### config.mk
export PLATFORM = sky130hd
export DESIGN_NAME = alu_accumulator_flat
export DESIGN_NICKNAME = d
export VERILOG_FILES = /design/src/rtl/alu_accumulator_pkg.sv /design/src/rtl/alu_accumulator_if.sv /design/src/rtl/alu_accumulator_addsub_core.sv /design/src/rtl/alu_accumulator.sv /design/src/flat_wrapper.sv
export SDC_FILE = /design/constraint.sdc
export NUM_CORES = 1
export LEC_CHECK = 0
export ABC_CLOCK_PERIOD_IN_PS = 7540
export BUFFER_PORTS_ARGS = -buffer_cell sky130_fd_sc_hd__buf_2
export CAP_MARGIN = 0
export CORE_UTILIZATION = 30
export CTS_CLUSTER_SIZE = 28
export DETAILED_ROUTE_END_ITERATION = 10
export GPL_TIMING_DRIVEN = 0
export MAX_ROUTING_LAYER = met4
export PLACE_DENSITY = 0.57
export SLEW_MARGIN = 20
export SYNTH_ARGS = -nofsm -noshare
export SYNTH_HDL_FRONTEND = slang
export SYNTH_SLANG_ARGS = --single-unit
### constraint.sdc
create_clock -name clk -period 7.54 [get_ports clk]
set_input_delay 1.508 -clock clk [delete_from_list [all_inputs] [get_ports clk]]
set_output_delay 1.508 -clock clk [all_outputs]
set_load 0.005 [all_outputs]
### src/rtl/alu_accumulator_pkg.sv
// alu_accumulator_pkg: shared data width and alu_func function codes
package alu_accumulator_pkg;
  localparam int data_width = 16;
  typedef logic [3:0] func_t;
  localparam func_t FUNC_AND  = 4'h0;
  localparam func_t FUNC_OR   = 4'h1;
  localparam func_t FUNC_XOR  = 4'h2;
  localparam func_t FUNC_NOT  = 4'h3;
  localparam func_t FUNC_ADD  = 4'h4;
  localparam func_t FUNC_SUB  = 4'h5;
  localparam func_t FUNC_ID   = 4'h6;
  localparam func_t FUNC_ZERO = 4'h7;
endpackage

### src/rtl/alu_accumulator_if.sv
// alu_accumulator_if: operand-in and result-out valid/ready handshakes
interface alu_accumulator_if;
  import alu_accumulator_pkg::*;
  logic in_valid;
  logic in_ready;
  logic [data_width-1:0] B;
  func_t FuncCode;
  logic out_valid;
  logic out_ready;
  logic [data_width-1:0] C;
  logic OverflowFlag;
  logic StickyOverflow;
  modport master (output in_valid, B, FuncCode, out_ready, input in_ready, out_valid, C, OverflowFlag, StickyOverflow);
  modport slave (input in_valid, B, FuncCode, out_ready, output in_ready, out_valid, C, OverflowFlag, StickyOverflow);
endinterface

### src/rtl/alu_accumulator_addsub_core.sv
// addsub_core: combinational two's-complement add/sub with signed overflow
module addsub_core import alu_accumulator_pkg::*; (
  input  logic [data_width-1:0] a,
  input  logic [data_width-1:0] b,
  input  logic                  sub,
  output logic [data_width-1:0] y,
  output logic                  ovf
);
  localparam int msb = data_width - 1;
  always_comb begin
    y = sub ? a - b : a + b;
    ovf = (sub ? a[msb] != b[msb] : a[msb] == b[msb]) && (y[msb] != a[msb]);
  end
endmodule

### src/rtl/alu_accumulator.sv
// alu_accumulator: back-pressured accumulator stage applying add/sub/load/clear ops
module alu_accumulator import alu_accumulator_pkg::*; (
  input logic clk,
  input logic reset,
  alu_accumulator_if.slave bus
);
  typedef enum logic [1:0] {IDLE, EXEC, DONE} state_t;
  state_t state;
  logic [data_width-1:0] acc, b_q, sum, nxt_acc;
  func_t func_q;
  logic ovf, arith, ovf_q, sticky, nxt_sticky, in_ready_q, out_valid_q;
  assign arith = (func_q == FUNC_ADD) || (func_q == FUNC_SUB);
  addsub_core u_core (.a(acc), .b(b_q), .sub(func_q == FUNC_SUB), .y(sum), .ovf(ovf));
  always_comb begin
    nxt_acc = arith ? sum : func_q == FUNC_ID ? b_q : func_q == FUNC_ZERO ? '0 : acc;
    nxt_sticky = func_q == FUNC_ZERO ? 1'b0 : sticky | (arith & ovf);
  end
  always_ff @(posedge clk) begin
    if (reset) begin
      state <= IDLE;
      acc <= '0;
      b_q <= '0;
      func_q <= FUNC_ZERO;
      ovf_q <= 1'b0;
      sticky <= 1'b0;
      in_ready_q <= 1'b1;
      out_valid_q <= 1'b0;
    end else begin
      case (state)
        IDLE: if (bus.in_valid) begin
          b_q <= bus.B;
          func_q <= bus.FuncCode;
          in_ready_q <= 1'b0;
          state <= EXEC;
        end
        EXEC: begin
          acc <= nxt_acc;
          ovf_q <= arith & ovf;
          sticky <= nxt_sticky;
          out_valid_q <= 1'b1;
          state <= DONE;
        end
        DONE: if (bus.out_ready) begin
          out_valid_q <= 1'b0;
          in_ready_q <= 1'b1;
          state <= IDLE;
        end
        default: state <= IDLE;
      endcase
    end
  end
  assign bus.in_ready = in_ready_q;
  assign bus.out_valid = out_valid_q;
  assign bus.C = acc;
  assign bus.OverflowFlag = ovf_q;
  assign bus.StickyOverflow = sticky;
endmodule
### src/flat_wrapper.sv
// flat-port wrapper written by rule: the top's interface ports become plain ports
module alu_accumulator_flat import alu_accumulator_pkg::*;
  (clk, reset, bus_in_valid, bus_B, bus_FuncCode, bus_out_ready, bus_in_ready, bus_out_valid, bus_C, bus_OverflowFlag, bus_StickyOverflow);
  alu_accumulator_if bus_i ();
  input logic clk;
  input logic reset;
  input wire logic [$bits(bus_i.in_valid)-1:0] bus_in_valid;
  input wire logic [$bits(bus_i.B)-1:0] bus_B;
  input wire logic [$bits(bus_i.FuncCode)-1:0] bus_FuncCode;
  input wire logic [$bits(bus_i.out_ready)-1:0] bus_out_ready;
  output wire logic [$bits(bus_i.in_ready)-1:0] bus_in_ready;
  output wire logic [$bits(bus_i.out_valid)-1:0] bus_out_valid;
  output wire logic [$bits(bus_i.C)-1:0] bus_C;
  output wire logic [$bits(bus_i.OverflowFlag)-1:0] bus_OverflowFlag;
  output wire logic [$bits(bus_i.StickyOverflow)-1:0] bus_StickyOverflow;
  assign bus_i.in_valid = bus_in_valid;
  assign bus_i.B = bus_B;
  assign bus_i.FuncCode = bus_FuncCode;
  assign bus_i.out_ready = bus_out_ready;
  assign bus_in_ready = bus_i.in_ready;
  assign bus_out_valid = bus_i.out_valid;
  assign bus_C = bus_i.C;
  assign bus_OverflowFlag = bus_i.OverflowFlag;
  assign bus_StickyOverflow = bus_i.StickyOverflow;
  alu_accumulator u_core (.clk(clk), .reset(reset), .bus(bus_i));
endmodule
==> results.toml <==
[yosys]
ys_types = 46
synth_area_leaders = "dfxtp_1, ha_1, a21oi_1"
synth_edf_count = 0
synth_top_family_by_area = "compound AO/OA/AOI/OAI gates"
seq_area_frac_synth_pct = 30.9
synthArstFlopShare_pct = 0
synth_compound_area_share_pct = 27.0
yosysWarningCount = 0
synth.area.mux_share_pct = 0.736
avgSynthCellArea_um2 = 7.86
syn_area_um2 = 2720
synth_cells = 346
synth_top_area_share_pct = 30.9
synth_xor_xnor_area_share_pct = 9.85
synth-seq-cells = 42
synth_fp_nets = 387
synth_simple_gate_area_share_pct = 18.9
synth_top_area_cell = "dfxtp_1"
ys_dominant_reg_cell = "dfxtp_1"
synthAdderAreaFrac_pct = 8.10

[clock_network]
postCtsResizedCells = 0
cts_setup_buffers = 0
ctsHoldBuffers = 0
htreeDepth = 2
numCtsBuffers = 5
ctsRootBufferMaster = "clkbuf_8"
clk_latency_ns = 0.30
cts_sinks = 42
cts_buffer_depth = 2
clk_pin_slew_ns = 0.09
tritoncts = "yes"

[drt]
post-route-drc-count = 0
detail-route-antenna-nets = 0
first_pass_iters = 4
via_per_inst = 5.20
finalWirelength_mm = 7.23
drt_iter0_drc = 189
num_vias = 2615
routedWlPerCell_um = 14.4

[worst_hold_path]
min_path_type = "flip-flop to flip-flop"

[finish]
stdcell_count = 503
layout.nets = 436
final_cell_mix = "nand2_1, buf_2, dfxtp_1, a21oi_1, nor2_1"
final_common_cell = "nand2_1"
syn_to_final_growth_pct = 15.8
drive_gt1_share_pct = 14.9
diodes = 0

[sta]
fin_skew_ns = 0.00387
min_period_ns = 3.64
hold_slack_ns = 0.458
hold_violations = 0
maxSlewViolCount = 0
timing.setup.tns_ns = 0
setup_violations = 0
tightest_slew_ns = 0.961
period_share_pct = 48.2
fmax_mhz = 275
rsz0062_at_grt = "false"
max_slew_margin_pct = 35.5

[job]
max-cap-violations = 0

[setup_path]
end_kind = "flip-flop"
crit_type = "flip-flop to flip-flop"
cp.required_ns = 7.79
cp-start-kind = "flip-flop"
worstPathArrival_ns = 3.89
crit_fanout = 8

[die]
coreArea_um2 = 8760
dieHeight_um = 97.2
rows = 34
start_util_pct = 31.0
die_w_um = 97.2
fp.dieArea_um2 = 9450
io_pins = 44

[placement]
gp_congestion = 0.908
dp_hpwl_mm = 5.60
dp.cells = 496
port_buffers = 42

[power_and_ir_drop]
power_w = 0.000681
max-vdd-ir-drop_uv = 78.6
p_per_area_nw_per_um2 = 216
p_leak_nw = 1.31

[global_route]
grt_pass1_vias = 2415
grt-ovfl-total = 0
grt_max_degree = 14
antenna_found_initial = 0
grt_util_all_layers_pct = 16.0
grt_pass1_wl_mm = 11.9

[status]
status = "finished, final reports clean"
cell families after synthesis:
family	Yosys count
compound gates	113
mux	2
xor+xnor	29
fa+ha+maj	17
simple gates	116
flops	42
buf+inv	27
area by class of cell:
| type | instances | area, um2 |
|---|---|---|
| Sequential cell | 42 | 841 |
| Clock inverter | 2 | 15.0 |
| Multi-Input combinational cell | 277 | 1750 |
| Timing Repair Buffer | 42 | 210 |
| Inverter | 11 | 41.3 |
| Clock buffer | 5 | 68.8 |
| Buffer | 16 | 82.6 |
| Fill cell | 975 | 5620 |
| Tap cell | 108 | 135 |
routing by layer:
metal	GRT usage, %	vias to the layer above	share of wire (%)
li1	-	1326	-
met1	22.0	1196	51
met2	24.4	83	44
met3	2.73	10	3.8
met4	4.02	0	1.4
met5	-	-	0
critical path: stages (launching register included):
cell      delay [ns]
dfxtp_1         0.37
nor2_1          0.15
nor4b_1         0.60
and2_1          0.27
a21oi_1         0.10
xnor2_1         0.15
ha_1            0.28
buf_6           0.14
a21oi_2         0.16
a21boi_1        0.09
a311o_1         0.34
a41oi_2         0.24
xnor3_1         0.36
nor4_2          0.21
a31o_1          0.13
through the flow:
stage	setup WS [ns]	utilization, %	area, um2
after floorplan	4.42	-	2720
after global placement	3.96	35.0	3060
after CTS	3.92	35.9	3150
final	3.90	35.9	3150
after detailed placement	3.94	35.0	3060
after global routing	3.60	35.9	3150
synthesized netlist by cell type (all sizes together), types with 9 or more instances:
library cell / instances
a21oi: 41
a221oi: 11
clkbuf: 13
dfxtp: 42
ha: 16
inv: 11
nand2: 51
nand3: 9
nor2: 31
o21ai: 24
xnor2: 19
xor2: 9
path summary, 6_finish.rpt:
| kind | cells after the start | slack [ns] | startpoint | to |
|---|---|---|---|---|
| worst max register to register | 14 | 3.90 | u_core.b_q[2]$_SDFFE_PP0P_ | u_core.bus.OverflowFlag$_SDFFE_PP0P_ |
| worst min register to register | 2 | 0.46 | u_core.func_q[3]$_SDFFE_PP0P_ | u_core.func_q[3]$_SDFFE_PP0P_ |
| worst min-delay path | 2 | 0.46 | u_core.func_q[3]$_SDFFE_PP0P_ | u_core.func_q[3]$_SDFFE_PP0P_ |
| worst max-delay path | 14 | 3.90 | u_core.b_q[2]$_SDFFE_PP0P_ | u_core.bus.OverflowFlag$_SDFFE_PP0P_ |
registers in the layout (all words and copies together), names as in the netlist:
signal and count:
u_core.b_q 16, u_core.bus.OverflowFlag 1, u_core.bus.StickyOverflow 1, u_core.bus.in_ready 1, u_core.state 2, u_core.func_q 4, u_core.bus.C 16, u_core.bus.out_valid 1
report_power, final:
| part | internal [W] | switching (W) |
|---|---|---|
| registers | 0.000237 | 0.0000172 |
| logic | 0.000122 | 0.000155 |
| clock network | 0.0000634 | 0.0000852 |
| total | 0.000423 | 0.000258 |
No activity file was read; power rests on OpenSTA's default activity.
